## src/rtl/reg_file_ctrl.sv

```systemverilog
// Three-state sequencer (IDLE -> EXEC -> WRITE) that owns the 8x16 register-file ports:
// latches one instruction per handshake, runs the ALU on the read data, writes back, keeps C/Z flags.
module reg_file_ctrl (
  input  logic        clk,
  input  logic        reset,
  input  logic        instr_valid,
  output logic        instr_ready,
  input  logic [15:0] instr,
  output logic [2:0]  rd_addr_a,
  output logic [2:0]  rd_addr_b,
  input  logic [15:0] d_out_a,
  input  logic [15:0] d_out_b,
  output logic        wr,
  output logic [2:0]  wr_addr,
  output logic [15:0] d_in,
  output logic        done,
  output logic        err,
  output logic        flag_c,
  output logic        flag_z
);

  typedef enum logic [1:0] {IDLE, EXEC, WRITE} state_t;

  typedef enum logic [3:0] {
    OP_NOP = 4'd0,
    OP_ADD = 4'd1,
    OP_SUB = 4'd2,
    OP_AND = 4'd3,
    OP_OR  = 4'd4,
    OP_XOR = 4'd5,
    OP_LDI = 4'd6,
    OP_MOV = 4'd7
  } op_t;

  state_t      state_q, state_d;
  logic [15:0] ir_q;
  logic [15:0] result_q;
  logic        carry_q;
  logic [3:0]  op;
  logic [15:0] alu_res;
  logic        alu_carry;
  logic [16:0] wide;

  assign op        = ir_q[15:12];
  assign rd_addr_a = ir_q[8:6];
  assign rd_addr_b = ir_q[5:3];
  assign wr_addr   = ir_q[11:9];
  assign d_in      = result_q;

  // NOTE: every signal driven here gets a default first, so no path can leave one unassigned and infer a latch.
  always_comb begin
    wide      = '0;
    alu_res   = '0;
    alu_carry = 1'b0;
    case (op)
      OP_ADD: begin
        wide      = {1'b0, d_out_a} + {1'b0, d_out_b};
        alu_res   = wide[15:0];
        alu_carry = wide[16];
      end
      OP_SUB: begin
        // Bit 16 of the extended difference is the unsigned borrow (A < B).
        wide      = {1'b0, d_out_a} - {1'b0, d_out_b};
        alu_res   = wide[15:0];
        alu_carry = wide[16];
      end
      OP_AND:  alu_res = d_out_a & d_out_b;
      OP_OR:   alu_res = d_out_a | d_out_b;
      OP_XOR:  alu_res = d_out_a ^ d_out_b;
      OP_LDI:  alu_res = {7'b0, ir_q[8:0]};
      OP_MOV:  alu_res = d_out_a;
      default: alu_res = '0;
    endcase
  end

  // Moore outputs: decoded from the state and the latched opcode only, so reset clears them at once.
  always_comb begin
    state_d     = state_q;
    instr_ready = 1'b0;
    wr          = 1'b0;
    done        = 1'b0;
    err         = 1'b0;
    case (state_q)
      IDLE: begin
        instr_ready = 1'b1;
        if (instr_valid) state_d = EXEC;
      end
      EXEC: state_d = WRITE;
      WRITE: begin
        done    = 1'b1;
        err     = op[3];
        wr      = ~op[3] && (op != OP_NOP);
        state_d = IDLE;
      end
      default: state_d = IDLE;
    endcase
  end

  // NOTE: sequential state uses non-blocking assignments so every register samples pre-edge values.
  always_ff @(posedge clk or posedge reset) begin
    if (reset) begin
      state_q  <= IDLE;
      ir_q     <= '0;
      result_q <= '0;
      carry_q  <= 1'b0;
      flag_c   <= 1'b0;
      flag_z   <= 1'b0;
    end else begin
      state_q <= state_d;
      if (state_q == IDLE && instr_valid) ir_q <= instr;
      if (state_q == EXEC) begin
        result_q <= alu_res;
        carry_q  <= alu_carry;
      end
      if (wr) begin
        flag_z <= (result_q == 16'h0000);
        if (op == OP_ADD || op == OP_SUB) flag_c <= carry_q;
      end
    end
  end

endmodule

```

## config.mk

```make
export PLATFORM = sky130hd
export DESIGN_NAME = reg_file_ctrl
export DESIGN_NICKNAME = d
export VERILOG_FILES = /design/src/rtl/reg_file_ctrl.sv
export SDC_FILE = /design/constraint.sdc
export NUM_CORES = 1
export LEC_CHECK = 0
export ABC_AREA = 1
export BUFFER_PORTS_ARGS = -buffer_cell sky130_fd_sc_hd__buf_4
export CORE_ASPECT_RATIO = 2
export CORE_MARGIN = 2
export CORE_UTILIZATION = 40
export DETAILED_ROUTE_END_ITERATION = 10
export HOLD_SLACK_MARGIN = 0.1
export PLACE_DENSITY_LB_ADDON = 0.2
export SLEW_MARGIN = 30
export SYNTH_ARGS = -nofsm -noshare
export SYNTH_HDL_FRONTEND = slang
export SYNTH_SLANG_ARGS = --single-unit
```

## constraint.sdc

```tcl
create_clock -name clk -period 1.6 [get_ports clk]
set_clock_uncertainty 0.1 [all_clocks]
set_input_delay 0.08 -clock clk [delete_from_list [all_inputs] [get_ports clk]]
set_output_delay 0.08 -clock clk [all_outputs]
set_load 0.01 [all_outputs]
```

==> results.rst, run 1 <==
.. list-table::
   :header-rows: 1

   * - Metric
     - Value
   * - Outcome
     - finished with violations
   * - Violations in the final reports
     - setup timing
   * - Filler instances
     - 997
   * - Vias in the first global route
     - 4908
   * - Period utilization
     - 101.3%
   * - Clock Power Share
     - about 20%
   * - Required time reported for the critical path endpoint
     - 1.73 ns
   * - Clock insertion delay at the later pin of the skew report
     - 0.29 ns
   * - Commonest non-fill, non-tap cells in the layout
     - nand2_1 (219), buf_4 (185), inv_1 (122), nand3_1 (53), ha_1 (41)
   * - Post-layout minimum cycle time
     - ~1.6 ns
   * - Placed wire-length estimate after detailed placement
     - 11.78 mm
   * - Number of hold violations in the final report
     - 0
   * - Io pins
     - 82
   * - All-Layer GR Usage
     - 25.41%
   * - Startpoint class of the critical path
     - flop
   * - GRT overflow
     - 0
   * - Cell type contributing the most total cell area after synthesis
     - dfrtp_1
   * - Cell internal pwr
     - 3.554 mW
   * - Normalized max-slew margin
     - 67.56%
   * - Overall routed net length
     - 15.61 mm
   * - Setup repair after global routing missed its margin
     - yes
   * - Net count, final
     - 1015
   * - Sequential-to-total area share from yosys stat
     - 21.20%
   * - Proportion of power drawn by combinational gates
     - 54.9%
   * - Count of standard-cell rows
     - 54
   * - Max Buffers Root-to-Sink
     - 2
   * - Area of the core region
     - 0.01074 mm²
   * - CTS H-Tree Depth
     - 2
   * - Place WS
     - -0.3532 ns
   * - Worst hold path type
     - in2reg
   * - Synthesized area
     - roughly 0.0044 mm²
   * - Clock tree from TritonCTS
     - yes
   * - Number of enable-type register cells in the synthesized netlist
     - 0
   * - RePlAce Congestion
     - 0.9393
   * - Max-capacitance violation count
     - 0
   * - TritonCTS Buffers
     - 5
   * - Port buffer count
     - 81
   * - Net switching power
     - 2.493 mW
   * - Post-route core utilization
     - between 60% and 70%
   * - Switching share of total power
     - between 40% and 50%
   * - Hold wc startpoint
     - d_out_b[15]
   * - Signal arrival time at the worst endpoint
     - 1.75 ns
   * - Initial core utilization
     - 40.65%
   * - Number of nets with antenna violations after detailed routing
     - 0
   * - Power share of the sequential group
     - between 20% and 30%
   * - Most used DFF post-synth
     - dfrtp_1
   * - Max Clk Rate
     - 616.9 MHz
   * - Die ar.
     - 0.01182 mm²
   * - Avg Synthesized Cell Area
     - approximately 6.1 µm²
   * - Startpoint of the most critical register-to-register path
     - ir_q[14]$_DFFE_PP0P_
   * - Via/cell ratio
     - 5.025
   * - Global-route wire length before repair
     - 23.41 mm
   * - Critical Path Sink Type
     - flop
   * - Number of antenna diodes
     - 0
   * - Final max-slew violation count
     - 0
   * - Yosys reg bits
     - 37
   * - Area added between synthesis and finish
     - 53.32%
   * - Worst reg2reg endpoint
     - d_in[3]$_DFFE_PP0N_
   * - Fraction of post-synthesis cell area in the top cell type by area
     - between 20% and 30%
   * - Iteration-0 DRC Markers
     - roughly 300
   * - Die height
     - 151.8 µm
   * - Synthesized instance count
     - 715
   * - # setup viols final
     - 3
   * - IR drop worst, VDD
     - 1.099 mV
   * - Buffers plus inverters on the worst setup path
     - 2
   * - Slowest stage cell, crit path
     - dfrtp_1
   * - Worst Path Class, Setup
     - reg2reg
   * - Biggest fanout along the worst timing path
     - 8
   * - Setup slack of the critical path after layout
     - -0.02097 ns
   * - Depth of the most critical reg-to-reg path
     - 9
   * - Antenna violations before repair
     - 0
   * - Share of final-layout standard cells stronger than drive strength 1
     - between 30% and 40%
   * - Capture endpoint of the worst hold path
     - d_in[15]$_DFFE_PP0N_
   * - Synth warnings
     - 0
   * - Leakage power figure
     - 3.753 nW
   * - Via count
     - 5286
   * - Fraction of synthesis flops using an asynchronous set or reset pin
     - 100.0%
   * - Pre-antenna DRT Iters
     - 5
   * - Most frequent cell on the critical path
     - nand2_1
   * - Ratio of total power to cell area
     - about 900 mW/mm²
   * - Number of distinct library cells after synthesis
     - 35
   * - Clock root buffer master
     - clkbuf_16
   * - Clock-pin transition on the worst setup and hold timing paths
     - 0.06 ns
   * - Pin count of the biggest net entering global routing
     - 38
   * - Slew at the pin with the worst max-slew slack
     - approximately 0.5 ns
   * - Drt drc
     - 0
   * - Dominant cells by area after synthesis
     - dfrtp_1 (21%), nand2_1 (20%), ha_1 (15%)
   * - Most frequent standard cell in the layout excluding fill and tap cells
     - nand2_1
   * - Worst Hold Path Cells
     - 6
   * - Routed wire per std cell
     - 14.84 µm
   * - Critical path, cell by cell
     - inv_2 > nor2_4 > nand2_4 > buf_12 > o22ai_4 > nor2_2 > o2111ai_2 > nand2_1 > nand2_1
   * - Delay-heaviest family, CP
     - simple AND/OR/NAND/NOR gates
   * - Syn nets
     - around 820
   * - Slack of the worst reg-to-reg path
     - -0.02 ns
   * - Die Wd
     - 77.88 µm
   * - Max stage delay on crit path
     - 0.40 ns
   * - Sinks on the clock net
     - 37
==> through the flow <==
stage          power (mW)  area, µm²  TNS [ns]  std cells  hold slack (ns)
6_report            6.046       6695  -0.03388       1052           0.2070
5_1_grt             6.449       6695   -0.9408       1052           0.2381
4_1_cts             5.737       6286  -0.02112       1048           0.2116
3_5_place_dp        4.442       5902    -3.502       1021           0.1424
3_3_place_gp        4.418       5902    -3.519       1021           0.1323
2_1_floorplan       3.057       4367         0        715          0.08962
==> flip-flops by register name, summed over array words and instances (netlist names) <==
| signal | flops |
|---|---|
| carry_q | 1 |
| flag_z | 1 |
| flag_c | 1 |
| ir_q | 16 |
| d_in | 16 |
| state_q | 2 |
==> kinds of logic after synthesis <==
logic type / count (synthesis) / synth area share, %
AOI/OAI and AO/OA: 98 / 13.07
adders and majority gates: 53 / 15.53
buffers and inverters: 162 / 15.36
DFF: 37 / 21.20
and+or+nand+nor: 365 / 34.84
==> worst max path at each step <==
stage,start,to,slack [ns],cells after the start
after detailed placement,d_out_a[6],d_in[8]$_DFFE_PP0N_,-0.35,14
final,ir_q[14]$_DFFE_PP0P_,d_in[3]$_DFFE_PP0N_,-0.02,9
after floorplan,d_out_a[0],d_in[8]$_DFFE_PP0N_,0.006,13
after CTS,ir_q[12]$_DFFE_PP0P_,d_in[13]$_DFFE_PP0N_,-0.01,9
after global routing,ir_q[14]$_DFFE_PP0P_,d_in[6]$_DFFE_PP0N_,-0.10,9
after global placement,d_out_a[6],d_in[8]$_DFFE_PP0N_,-0.33,14
==> timing repair <==
item                                    4_1_cts  5_1_grt
resized for setup                            10       92
hold buffers                                 18        0
endpoints found under the hold margin        53        0
cloned                                        1        1
endpoints found under the setup margin       12       17
pin swaps                                     1       19
setup buffers                                 0        3
==> cells in the mapped netlist (3+ instances only) <==
library cell	count
inv_1	126
nand2_2	5
nand2_1	228
buf_2	11
o21ai_1	3
o22ai_1	24
ha_1	51
o21bai_1	3
nand4_1	8
nor4_1	4
clkbuf_1	4
nor2_1	47
dfrtp_1	37
a21oi_1	30
inv_2	7
nand3_1	58
buf_4	11
o21ai_0	25
nor3_1	7
nor2_2	3
o221ai_1	4
==> tightest hold or removal path: cells and delay by family <==
family          cells  cell delay, ns
simple gates        3            0.18
fa+ha+maj           1            0.15
buf+inv             1            0.09
compound gates      1            0.08
==> final cells by class <==
class                      count  area (µm²)  area share, %
inverter                     135       521.8          7.793
clock inverter                 3       43.79         0.6541
sequential                    37       929.6          13.89
multi-input combinational    516        3118          46.57
timing repair buffer         216        1782          26.61
tap                          140       175.2          2.616
clock buffer                   5       125.1          1.869
==> routing by layer <==
metal  GRT usage (%)  up-vias  wire length, µm
li1                -     2638                -
met1           31.89     2450             6511
met2           45.60      166             7990
met3           2.370       32              679
met4           7.768        0              430
met5               0        -                0
==> power groups by stage <==
stage                     logic, mW  clock network (mW)  registers [mW]
final                          3.32                1.18            1.54
after global routing           3.63                1.24            1.58
after CTS                      3.01                1.21            1.52
after detailed placement       2.92                   0            1.52
after global placement         2.90                   0            1.52
after floorplan                1.48                   0            1.58
No activity file was read; power rests on OpenSTA's default activity.
==> run 2, diff against run 1 <==
--- a/config.mk
+++ b/config.mk
@@ -7,12 +7,16 @@
 export LEC_CHECK = 0
 export ABC_AREA = 1
 export BUFFER_PORTS_ARGS = -buffer_cell sky130_fd_sc_hd__buf_4
+export CELL_PAD_IN_SITES_DETAIL_PLACEMENT = 0
+export CELL_PAD_IN_SITES_GLOBAL_PLACEMENT = 2
 export CORE_ASPECT_RATIO = 2
 export CORE_MARGIN = 2
-export CORE_UTILIZATION = 40
+export CORE_UTILIZATION = 30
+export CTS_CLUSTER_DIAMETER = 30
 export DETAILED_ROUTE_END_ITERATION = 10
 export HOLD_SLACK_MARGIN = 0.1
 export PLACE_DENSITY_LB_ADDON = 0.2
+export RECOVER_POWER = 50
 export SLEW_MARGIN = 30
 export SYNTH_ARGS = -nofsm -noshare
 export SYNTH_HDL_FRONTEND = slang
==> run 2 against run 1 <==
The flow still finishes with violations (setup timing). Critical path depth rose by 1. Count of clock-buffer cells in the layout did not move. Register-to-register slack got worse by 0.20 ns. Fmax fell by 11%. Highest routed layer unchanged. Cell count rose by 11%.
==> results.rst, run 2 (synthesized netlist as in run 1, its figures left out) <==
.. list-table::
   :header-rows: 1

   * - Metric
     - Value
   * - Outcome
     - finished with violations
   * - Violations in the final reports
     - setup timing
   * - Via count
     - approximately 5600
   * - Worst hold path type
     - in2reg
   * - Setup repair after global routing missed its margin
     - yes
   * - Max stage delay on crit path
     - 0.41 ns
   * - Slew at the pin with the worst max-slew slack
     - 0.9883 ns
   * - Net count, final
     - 1078
   * - Io pins
     - 82
   * - Die Wd
     - between 80 and 90 µm
   * - Number of nets with antenna violations after detailed routing
     - 0
   * - Register Area
     - 927.1 µm²
   * - Overall routed net length
     - 20.19 mm
   * - Area added between synthesis and finish
     - 67.19%
   * - Area of combinational cells with multiple inputs
     - 0.003211 mm²
   * - Setup slack of the critical path after layout
     - -0.2222 ns
   * - Startpoint class of the critical path
     - flop
   * - Ratio of total power to cell area
     - just under 900 mW/mm²
   * - Final hold slack
     - 0.2367 ns
   * - Clock-pin transition on the worst setup and hold timing paths
     - ~0.060 ns
   * - Most frequent standard cell in the layout excluding fill and tap cells
     - buf_4
   * - Drt drc
     - 0
   * - Port buffer count
     - 81
   * - RePlAce Congestion
     - 0.9749
   * - Area of all placed cells without fillers
     - between 0.007 and 0.008 mm²
   * - Pre-antenna DRT Iters
     - 4
   * - CTS H-Tree Depth
     - 2
   * - Required time reported for the critical path endpoint
     - approximately 1.7 ns
   * - Worst Path Class, Setup
     - reg2reg
   * - Most frequent cell on the critical path
     - nand2_1
   * - Slowest stage cell, crit path
     - dfrtp_1
   * - Placed wire-length estimate after detailed placement
     - 16.37 mm
   * - Critical path, cell by cell
     - inv_2 > nor2_4 > buf_6 > nand2_2 > buf_4 > o22ai_1 > a21oi_1 > nand4_1 > nand2_1 > nand2_1
   * - TritonCTS Buffers
     - 5
   * - Clock root buffer master
     - clkbuf_16
   * - Commonest non-fill, non-tap cells in the layout
     - buf_4 (214), nand2_1 (213), inv_1 (123), nand3_1 (49), ha_1 (41)
   * - Max-capacitance violation count
     - 0
   * - Filler instances
     - between 1500 and 2000
   * - Leakage power figure
     - 4.006 nW
   * - Normalized max-slew margin
     - about a third
   * - Biggest fanout along the worst timing path
     - 7
   * - Global-route wire length before repair
     - around 30 mm
   * - Number of hold violations in the final report
     - 0
   * - Instance area after placement
     - about 0.0063 mm²
   * - Number of antenna diodes
     - 0
   * - GRT overflow
     - 0
   * - All-Layer GR Usage
     - 26.23%
   * - Antenna violations before repair
     - 0
   * - Die height
     - 174.6 µm
   * - Final max-slew violation count
     - 0
   * - Count of standard-cell rows
     - 62
   * - Critical Path Sink Type
     - flop
   * - Period utilization
     - 113.9%
   * - Sinks on the clock net
     - 37
   * - Signal arrival time at the worst endpoint
     - 1.90 ns
   * - Initial core utilization
     - 30.59%
   * - Routed wire per std cell
     - ~17 µm
   * - Area of the core region
     - approximately 0.014 mm²
   * - Iteration-0 DRC Markers
     - about 190
   * - # setup viols final
     - 15
   * - Share of final-layout standard cells stronger than drive strength 1
     - 35.49%
   * - Die ar.
     - around 0.016 mm²
   * - Clock insertion delay at the later pin of the skew report
     - 0.29 ns
   * - Clock tree from TritonCTS
     - yes
   * - Pin count of the biggest net entering global routing
     - 38
   * - Max Clk Rate
     - 548.8 MHz
   * - Max Buffers Root-to-Sink
     - 2
   * - Post-layout minimum cycle time
     - 1.822 ns
   * - Vias in the first global route
     - 5901
   * - IR drop worst, VDD
     - 0.5081 mV
   * - Via/cell ratio
     - 4.768
==> run 2: final cells by class <==
cell class	instances	share of cell area [%]
Clock buffer	5	1.714
Sequential cell	37	12.70
Multi-Input combinational cell	516	43.98
Clock inverter	3	0.9426
Timing Repair Buffer	279	30.16
Tap cell	192	3.290
Inverter	135	7.215
==> run 2: through the flow <==
stage / setup TNS (ns) / cells / power, mW / util, % / worst slack (ns)
after global routing: -3.694 / 1167 / 6.928 / 51.15 / -0.3011
after floorplan: 0 / 715 / 3.057 / - / 0.006406
after CTS: -1.947 / 1153 / 6.416 / 48.73 / -0.2073
final: -2.084 / 1167 / 6.481 / 51.15 / -0.2222
after global placement: -5.307 / 1122 / 4.817 / 44.38 / -0.4539
after detailed placement: -5.472 / 1122 / 4.837 / 44.38 / -0.4522
==> run 2: path summary, 6_finish.rpt <==
check | slack (ns) | cells after the start | endpoint | startpoint
max | -0.22 | 10 | d_in[2]$_DFFE_PP0N_ | ir_q[14]$_DFFE_PP0P_
min reg2reg | 0.38 | 2 | ir_q[11]$_DFFE_PP0P_ | ir_q[11]$_DFFE_PP0P_
min | 0.24 | 6 | d_in[15]$_DFFE_PP0N_ | d_out_b[15]
min in group asynchronous | 0.56 | 4 | flag_c$_DFFE_PP0P_ | reset
max in group asynchronous | 0.17 | 4 | ir_q[15]$_DFFE_PP0P_ | reset
max reg2reg | -0.22 | 10 | d_in[2]$_DFFE_PP0N_ | ir_q[14]$_DFFE_PP0P_
==> run 2: what timing repair did <==
action                                  in CTS  in global routing
endpoints found under the hold margin       53                  0
hold buffers                                18                  0
pin swaps                                   15                 33
endpoints found under the setup margin      17                 19
resized for setup                           50                 76
buffers inserted                             5                 17
==> run 2: where the power goes <==
| part | switching [mW] | internal, mW | leakage, nW |
|---|---|---|---|
| Sequential | 0.280 | 1.26 | 0.471 |
| Clock | 0.435 | 0.900 | 0.0944 |
| Combinational | 1.97 | 1.63 | 3.44 |
==> run 2: critical path, delay by kind of cell, from the launching register on <==
kind            cells  cell delay [ns]
flops               1             0.41
compound gates      2             0.23
buf+inv             3             0.40
simple gates        5             0.57
==> run 2: layer usage <==
metal	vias up	global-route usage, %	wire, µm
li1	2773	-	-
met1	2575	22.97	6405
met2	141	50.00	11350
met3	75	1.512	412
met4	0	22.51	2017
met5	-	0	0
